[src/rtl/readout_pkg.sv]
// Shared readout definitions: channel limits, arbiter state encoding, clog2 helper.
// Latency: n/a (types and constants only).
// Backpressure: n/a.
package readout_pkg;

    localparam int ARB_MAX_CH = 16;
    localparam int OWNER_W    = 4;

    typedef enum logic {
        ARB_IDLE = 1'b0,
        ARB_LOCK = 1'b1
    } arb_state_t;

    // Smallest r with 2**r >= v; v <= 0 or 1 gives 0.
    function automatic int clog2(input int v);
        int r;
        r = 0;
        for (int i = 0; i < 31; i++) begin
            if ((1 << i) < v) r = i + 1;
        end
        return r;
    endfunction

endpackage

[src/rtl/rr_pick.sv]
// Round-robin picker: first set req bit strictly after 'last', wrapping mod WIDTH.
// Latency: purely combinational.
// Backpressure: none; caller decides whether the pick is used.
// Ports: req (request vector), last (previous winner), hit (any request), idx (winner).
module rr_pick
    import readout_pkg::*;
#(
    parameter int WIDTH = 7
) (
    input  logic [WIDTH-1:0]   req,
    input  logic [OWNER_W-1:0] last,
    output logic               hit,
    output logic [OWNER_W-1:0] idx
);

    // Scanning last+WIDTH down to last+1 and letting later matches override
    // leaves the nearest successor of 'last' as the winner; this is the same
    // result as rotate, priority-encode, unrotate. 'last' itself is the final
    // candidate so a lone requester is picked again.
    always_comb begin
        int pos;
        pos = 0;
        hit = 1'b0;
        idx = last;
        for (int k = WIDTH; k >= 1; k--) begin
            pos = (int'(last) + k) % WIDTH;
            if (req[pos]) begin
                hit = 1'b1;
                idx = OWNER_W'(pos);
            end
        end
    end

endmodule

[src/rtl/burst_rr_arbiter.sv]
// Burst round-robin merger of WIDTH FWFT sources into one DATA_WIDTH stream.
// Latency: 1 cycle from READ_GRANT pop to WRITE_OUT/DATA_OUT.
// Backpressure: READY_OUT=0 suppresses every grant and freezes arbiter state.
// Ports: CLK/RST_N (sync active-low); CH_EN/WRITE_REQ/HOLD_REQ/DATA_IN per channel;
//        READ_GRANT one-hot pop; READY_OUT downstream ready; WRITE_OUT/DATA_OUT
//        registered word; OWNER/LOCKED ownership status; WORD_CNT/CNT_CLR word counter.
module burst_rr_arbiter
    import readout_pkg::*;
#(
    parameter int WIDTH      = 7,
    parameter int DATA_WIDTH = 32,
    parameter int MAX_BURST  = 4,
    parameter int TAG_BITS   = 0,
    parameter int CNT_WIDTH  = 32
) (
    input  logic                        CLK,
    input  logic                        RST_N,
    input  logic [WIDTH-1:0]            CH_EN,
    input  logic [WIDTH-1:0]            WRITE_REQ,
    input  logic [WIDTH-1:0]            HOLD_REQ,
    input  logic [WIDTH*DATA_WIDTH-1:0] DATA_IN,
    output logic [WIDTH-1:0]            READ_GRANT,
    input  logic                        READY_OUT,
    output logic                        WRITE_OUT,
    output logic [DATA_WIDTH-1:0]       DATA_OUT,
    output logic [3:0]                  OWNER,
    output logic                        LOCKED,
    output logic [CNT_WIDTH-1:0]        WORD_CNT,
    input  logic                        CNT_CLR
);

    if (WIDTH < 1 || WIDTH > ARB_MAX_CH) begin : g_bad_width
        $error("burst_rr_arbiter: WIDTH must be 1..16");
    end
    if (MAX_BURST < 1 || MAX_BURST > 255) begin : g_bad_burst
        $error("burst_rr_arbiter: MAX_BURST must be 1..255");
    end
    if (TAG_BITS > 0 && (clog2(WIDTH) > TAG_BITS || TAG_BITS > DATA_WIDTH)) begin : g_bad_tag
        $error("burst_rr_arbiter: TAG_BITS too small for WIDTH or wider than DATA_WIDTH");
    end

    arb_state_t                state_q, state_d;
    logic [OWNER_W-1:0]        owner_q, owner_d;
    logic [7:0]                burst_q, burst_d;
    logic [ARB_MAX_CH-1:0]     en_w, req_w, hold_w, grant_w;
    logic [WIDTH-1:0]          elig;
    logic                      pick_hit;
    logic [OWNER_W-1:0]        pick_idx;
    logic                      cont;
    logic                      do_grant;
    logic [DATA_WIDTH-1:0]     sel_word;
    logic [DATA_WIDTH-1:0]     tagged_word;

    // Widen per-channel vectors so the 4-bit owner index is always in range.
    assign en_w   = ARB_MAX_CH'(CH_EN);
    assign req_w  = ARB_MAX_CH'(WRITE_REQ);
    assign hold_w = ARB_MAX_CH'(HOLD_REQ);
    assign elig   = WRITE_REQ & CH_EN;

    rr_pick #(.WIDTH(WIDTH)) u_pick (
        .req  (elig),
        .last (owner_q),
        .hit  (pick_hit),
        .idx  (pick_idx)
    );

    // Owner keeps the bus while enabled and either holding or under its burst quota.
    assign cont = (state_q == ARB_LOCK) && en_w[owner_q] &&
                  (hold_w[owner_q] || (burst_q < 8'(MAX_BURST)));

    always_comb begin
        state_d  = state_q;
        owner_d  = owner_q;
        burst_d  = burst_q;
        do_grant = 1'b0;
        // Gating on RST_N keeps the reset cycle free of pops.
        if (RST_N && READY_OUT) begin
            if (cont && req_w[owner_q]) begin
                do_grant = 1'b1;
                // Saturate so a long hold never wraps back under MAX_BURST.
                burst_d  = (burst_q == 8'hFF) ? burst_q : burst_q + 8'd1;
            end else if (cont && hold_w[owner_q]) begin
                // Holding owner with an empty source: wait, keep the bus.
                state_d  = ARB_LOCK;
            end else if (pick_hit) begin
                // Same-cycle handover gives back-to-back bursts without a bubble.
                do_grant = 1'b1;
                owner_d  = pick_idx;
                burst_d  = 8'd1;
                state_d  = ARB_LOCK;
            end else begin
                state_d  = ARB_IDLE;
            end
        end
    end

    assign grant_w    = ARB_MAX_CH'(1) << owner_d;
    assign READ_GRANT = do_grant ? grant_w[WIDTH-1:0] : '0;
    assign sel_word   = DATA_IN[owner_d*DATA_WIDTH +: DATA_WIDTH];

    if (TAG_BITS > 0) begin : g_tag
        always_comb begin
            tagged_word = sel_word;
            tagged_word[DATA_WIDTH-1 -: TAG_BITS] = TAG_BITS'(owner_d);
        end
    end else begin : g_notag
        assign tagged_word = sel_word;
    end

    always_ff @(posedge CLK) begin
        if (!RST_N) begin
            state_q   <= ARB_IDLE;
            owner_q   <= OWNER_W'(WIDTH - 1);
            burst_q   <= 8'd0;
            WRITE_OUT <= 1'b0;
            DATA_OUT  <= '0;
            WORD_CNT  <= '0;
        end else begin
            state_q   <= state_d;
            owner_q   <= owner_d;
            burst_q   <= burst_d;
            WRITE_OUT <= do_grant;
            if (do_grant) DATA_OUT <= tagged_word;
            // Clear wins over a same-cycle increment.
            if (CNT_CLR)
                WORD_CNT <= '0;
            else if (do_grant && (WORD_CNT != '1))
                WORD_CNT <= WORD_CNT + CNT_WIDTH'(1);
        end
    end

    assign OWNER  = owner_q;
    assign LOCKED = (state_q == ARB_LOCK);

endmodule

[config.mk]
export PLATFORM = sky130hd
export DESIGN_NAME = burst_rr_arbiter
export DESIGN_NICKNAME = d
export VERILOG_FILES = /design/src/rtl/readout_pkg.sv /design/src/rtl/rr_pick.sv /design/src/rtl/burst_rr_arbiter.sv
export SDC_FILE = /design/constraint.sdc
export NUM_CORES = 1
export LEC_CHECK = 0
export BUFFER_PORTS_ARGS = -buffer_cell sky130_fd_sc_hd__buf_2
export CORE_MARGIN = 1.5
export CORE_UTILIZATION = 58
export DETAILED_ROUTE_END_ITERATION = 7
export PLACE_DENSITY = 0.89
export RECOVER_POWER = 100
export SYNTH_ARGS = -nofsm -noshare
export SYNTH_HDL_FRONTEND = slang
export SYNTH_HIERARCHICAL = 1
export SYNTH_SLANG_ARGS = --single-unit
[constraint.sdc]
create_clock -name CLK -period 12.9 [get_ports CLK]
set_input_delay 1.29 -clock CLK [delete_from_list [all_inputs] [get_ports CLK]]
set_output_delay 1.29 -clock CLK [all_outputs]
set_load 0.01 [all_outputs]
# After elaboration in Yosys (flattened, before gate mapping)
# Index checks and enable logic that the tools add are counted.
# totals
out_inout_bits	77
elab_cells	106
in_bits	249
ff_bits	78
# op_classes
shifts	2
n_mux	55
bitwise	3
n_eq_ne	4
div	7
n_reduce_logical	11
addsub	9
n_lt_le_gt_ge	9
# op_table
op	n
$lt A32 B5 Y1 const B	7
$mod A32 B4 Y32 const B	7
$shiftx A224 B10 Y32	1
$mux W4	11
$add A32 B1 Y32 const B	1
$mux W8	4
$ne A32 B32 Y1 const B	1
$mux W1	29
$bmux W1 S3	7
$add A4 B3 Y5 const B	4
$bmux W1 S4	3
$add A4 B2 Y5 const B	2
$add A8 B1 Y8 const B	1
$eq A8 B8 Y1 const B	1
$lt A8 B3 Y1 const B	1
$and A7 B7 Y7	1
$mux W7	1
$shl A1 B4 Y7 const A	1
$logic_and A1 B1 Y1	6
$add A4 B1 Y5 const B	1
$lt A4 B5 Y1 const B	1
$ne A2 B2 Y1 const B	2
$reduce_and A4 Y1	1
$not A1 Y1	2
other kinds (4)	4

# Depth between registers and ports, before layout
# depth
depth_word	18
depth_mapped	35

# By module
# Netlist, hierarchy kept.
# by_module_without_submodules
mod	area_per_inst_um2	n_inst	seq_area_each_um2	cells_per_inst
burst_rr_arbiter	6622.6	1	1561.5	806
rr_pick	4058.9	1	0.0	574

# Worst setup path after synthesis
# Ideal clock, no wire load.
# synth_path
kind	flip-flop to output port
startpoint	register owner_q[0], in the netlist OWNER[0]
endpoint	output READ_GRANT[5]
stages_incl_launch_ff	31
arrival_time_ps	6653
slack_ps	4957
path_cell_list	dfxtp_1 -> buf_4 -> clkbuf_1 -> inv_1 -> clkbuf_1 -> ha_1 -> buf_6 -> xnor2_2 -> inv_2 -> ha_1 -> o21ai_2 -> xnor2_1 -> ha_1 -> a32o_2 -> a21oi_4 -> xnor2_2 -> ha_1 -> mux4_2 -> and3_1 -> a211oi_2 -> o311a_4 -> mux2_4 -> o2111ai_2 -> nand3_1 -> nor2b_1 -> o21ai_0 -> a21o_1 -> buf_2 -> clkbuf_1 -> nand2b_1 -> nor4_1
# synth_between
elab_chain_cells	18
elab_cells_between_ends	70
classes_between	add/sub (7); div (7); shift (1); mux (50); reduce/logical (5)
# synth_lines
element	line_no	rtl
start: declaration	burst_rr_arbiter.sv:43	logic [OWNER_W-1:0] owner_q, owner_d;
start signal: assignment	burst_rr_arbiter.sv:113	owner_q <= OWNER_W'(WIDTH - 1);
start signal: assignment	burst_rr_arbiter.sv:120	owner_q <= owner_d;
$add A4 B3 Y5	rr_pick.sv:26	pos = (int'(last) + k) % WIDTH;
$mod A32 B4 Y32	rr_pick.sv:26	
$bmux W1 S3	rr_pick.sv:27	if (req[pos]) begin
$mux W1 (implied by the code) (2 in series)	rr_pick.sv:27	
$mux W4 (6 in series)	rr_pick.sv:27	
$mux W4 *	rr_pick.sv:27	
via pick_idx[3]	burst_rr_arbiter.sv:48	logic [OWNER_W-1:0] pick_idx;
$mux W4 *	burst_rr_arbiter.sv:85	end else if (pick_hit) begin
$mux W4 *	burst_rr_arbiter.sv:82	end else if (cont && hold_w[owner_q]) begin
$mux W4 *	burst_rr_arbiter.sv:78	if (cont && req_w[owner_q]) begin
$mux W4 *	burst_rr_arbiter.sv:77	if (RST_N && READY_OUT) begin
$shl A1 B4 Y7 *	burst_rr_arbiter.sv:97	assign grant_w = ARB_MAX_CH'(1) << owner_d;
$mux W7 *	burst_rr_arbiter.sv:98	assign READ_GRANT = do_grant ? grant_w[WIDTH-1:0] : '0;
end: declaration	burst_rr_arbiter.sv:22	output logic [WIDTH-1:0] READ_GRANT,
# Mark *: on every way through the listed nets, which the timed path passes. The rest lies on a longest branch. The select of a mux whose other input is x is not followed.

# Worst setup path after layout
# layout_path
startpoint	register owner_q[3], in the netlist OWNER[3]
endpoint	output READ_GRANT[3]
# The elaborated chain is that of the path after synthesis.

==> impl_results.md <==
* Arrival @ worst endpoint at between 9 and 10 ns
* Worst hold slack across all endpoints at 0.457 ns
* Period minus WS final at 10.80 ns
* Unrepaired setup endpoints after global routing: false
* Post-CTS Repair Setup Buffers at 0
* Fraction of registers with async set or reset after synthesis at 0
* Detailed-route via count at 12,900
* Detailed placement HPWL at 31.3 mm
* Area enclosed by the die boundary at 19,200 µm²
* Io pins at 326
* Largest net degree at the start of global routing at 74
* Total routing usage reported by global routing at 0.405
* Critical setup path kind: flip-flop to output port
* Synth Warn # at 6
* PwrDens at 243 nW/µm²
* Actual slew at the worst max-slew pin at 1.57 ns
* Number of enable flip-flop cells after synthesis at 0
* Placed Cells incl. Taps at ~1,800
* Post-synthesis instance area at 10,700 µm²
* Std cell rows at 49
* Internal Dissipation at 0.00129 W
* Critical path endpoint category: output port
* Slowest-stage cell, CP: sky130_fd_sc_hd__clkbuf_1
* Clock Pin Slew Worst Setup and Hold Paths at 0.07 ns
* H-tree depth reported by CTS at 3
* Total gr overflow at 0
* Area of the core region at 18,000 µm²
* Sequential cell area fraction in the yosys report at 0.146
* CTS Root Buffer Type: sky130_fd_sc_hd__clkbuf_16
* Lkg Pwr at around 4.7 nW
* Type of origin of the critical path: flip-flop
* Count leader, synth: sky130_fd_sc_hd__nand2_1
* Port Buffer Count at 325
* Routed vias/inst at between 6 and 7
* Synthesis-stage register bit count at 78
* Count of mapped cells out of synthesis at 1,380
* DRC Markers at 0
* Status: finished, violations left
* Type of the worst min-delay path: flip-flop to flip-flop
* Hold buffers post-CTS at 0
* CP Data Required Time at ~12 ns
* Length of the first detailed-routing pass in iterations at 7
* Area share of the leading cell type in the synthesized netlist at 0.146
* Fraction of final layout cells with drive strength greater than 1 at 0.222
* Clock Power Share at 0.082
* Net Sw Power at 0.00171 W
* Starting density of the core at 0.593
* Post-layout worst setup margin at 2.10 ns
* Clock tree sinks at 78
* Antenna violations before repair at 10
* Layout Skew at 0.0109 ns
* Sw Ratio at 0.569
* Detail Route Antenna Nets at 0
* TritonCTS clock tree: done
* Most area-hungry cell type in the Yosys netlist: sky130_fd_sc_hd__dfxtp_1
* Post-synthesis to final-layout area growth at 15.4%
* Final Max Tran Viols at 28
* Total CTS buffers at 9
* Top cells by area, synth: sky130_fd_sc_hd__dfxtp_1 (15%), sky130_fd_sc_hd__mux2i_1 (9.0%), sky130_fd_sc_hd__a211oi_1 (4.9%)
* Slowest cell delay on critical path at 1.12 ns
* Vertical die dimension at 139 µm
* Cell variety after synth at 110
* Slew HR at -0.0435
* DR WL/cell at roughly 22 µm
* Top fanout value on the critical path at 36
* Resized Gates After CTS at 0
* Final weighted congestion in routability-driven placement at 0.984
* Number of nets in the finished design at 1,907
* Post-Place Worst Slack at 3.35 ns
* Source-to-sink clock delay at the later pin of the worst-skew pair at 0.35 ns
* Maximum clock insertion buffer count at 2
* Maximum VDD drop at 267 µV
* Combinational cell fraction of total power at 0.820
* Vias in the first global route at 11,600
* Max capacitance violation total at 1
* Fin cells at between 1,500 and 2,000
* DRT iter0 DRCs at 1,381
* Violated checks: capacitance limit, slew limit
* Most instantiated flip-flop cell in the synthesis netlist: sky130_fd_sc_hd__dfxtp_1
* Horizontal die dimension at 139 µm
* Maximum clock frequency at 92.6 MHz
* Mapped Nets at around 1,700
* Cell types with the highest counts after synthesis: sky130_fd_sc_hd__nand2_1 (130), sky130_fd_sc_hd__nor2_1 (105), sky130_fd_sc_hd__mux2i_1 (96), sky130_fd_sc_hd__a21oi_1 (87), sky130_fd_sc_hd__dfxtp_1 (78)
* Number of setup violations in the final report at 0
* Sequential Power Share at 0.098
* Synthesized area per cell at between 7 and 8 µm²
* Setup TNS after final layout at 0 ns
* Final count of hold timing violations at 0
* Routed WL at 41.4 mm
* Crit share post-route at 0.837
* First-pass GRT wire length at between 60 and 70 mm
## critical path, delay by kind of cell, from the launching register on
kind                     cells  cell delay, ns
AND/OR/NAND/NOR              6            2.24
buffers and inverters        6            2.46
XOR/XNOR                     3            0.96
flip-flops                   1            0.30
multiplexers                 1            0.24
adder cells (fa/ha/maj)      3            1.00
AO/OA/AOI/OAI                8            1.87
## cell type report
class	count	area [µm²]
Antenna cell	8	20.0
Sequential cell	78	1570
Clock buffer	10	229
Clock inverter	6	47.5
Multi-Input combinational cell	1146	8330
Timing Repair Buffer	346	1680
Fill cell	1571	5700
Inverter	43	161
Tap cell	229	287
## power by group through the flow
stage,clock [W],combinational [W],sequential [W]
finish,0.000246,0.00246,0.000295
global route,0.000255,0.00262,0.000298
CTS,0.000245,0.00241,0.000294
detailed placement,0,0.00240,0.000299
global placement,0,0.00236,0.000298
floorplan,0,0.00187,0.000299
## layout by cell type (no fill, tap or decap), types with 33 or more instances in the layout
master                       n
sky130_fd_sc_hd__a211oi_1   71
sky130_fd_sc_hd__a21bo_1    33
sky130_fd_sc_hd__a21oi_1    87
sky130_fd_sc_hd__a221o_1    35
sky130_fd_sc_hd__a22oi_1    38
sky130_fd_sc_hd__a311oi_1   36
sky130_fd_sc_hd__a41oi_1    33
sky130_fd_sc_hd__buf_2     253
sky130_fd_sc_hd__clkbuf_1   76
sky130_fd_sc_hd__dfxtp_1    77
sky130_fd_sc_hd__ha_1       33
sky130_fd_sc_hd__inv_1      38
sky130_fd_sc_hd__mux2i_1    96
sky130_fd_sc_hd__nand2_1   130
sky130_fd_sc_hd__nor2_1    105
sky130_fd_sc_hd__o21ai_0    44
sky130_fd_sc_hd__xnor2_1    38
## metal layers
layer  part of all wire  track usage  routed length (µm)  vias up
li1                   -            -                   -     5813
met1               0.39        0.537               16300     5994
met2               0.45        0.649               18500      897
met3               0.11       0.0756                4670      158
met4              0.046        0.168                1890        2
met5            0.00029            0                  12        -
## path summary, 6_finish.rpt
kind	cells after the start	end	slack (ns)	startpoint
worst min register to register	2	DATA_OUT[6]	0.46	DATA_OUT[6]
worst max register to register	29	DATA_OUT[10]	2.80	OWNER[3]
worst min-delay path	2	DATA_OUT[6]	0.46	DATA_OUT[6]
worst max-delay path	27	READ_GRANT[3]	2.10	OWNER[3]
## flip-flops by register name, indices dropped and copies added (netlist names)
register   cells
OWNER          4
WRITE_OUT      1
LOCKED         1
DATA_OUT      32
burst_q        8
WORD_CNT      32
## cell families after synthesis
group	after synthesis	share of synthesized area
adder cells (fa/ha/maj)	34	0.0405
AO/OA/AOI/OAI	509	0.377
multiplexers	114	0.115
buffers and inverters	156	0.0681
flip-flops	78	0.146
AND/OR/NAND/NOR	433	0.203
XOR/XNOR	56	0.0508
## stage by stage
step	instance area [µm²]	power, W	util
detailed placement	12200	0.00270	0.677
floorplan	10700	0.00217	-
finish	12300	0.00300	0.684
global route	12300	0.00317	0.684
CTS	12500	0.00295	0.692
global placement	12200	0.00265	0.677
(Power assumes the default switching activity.)
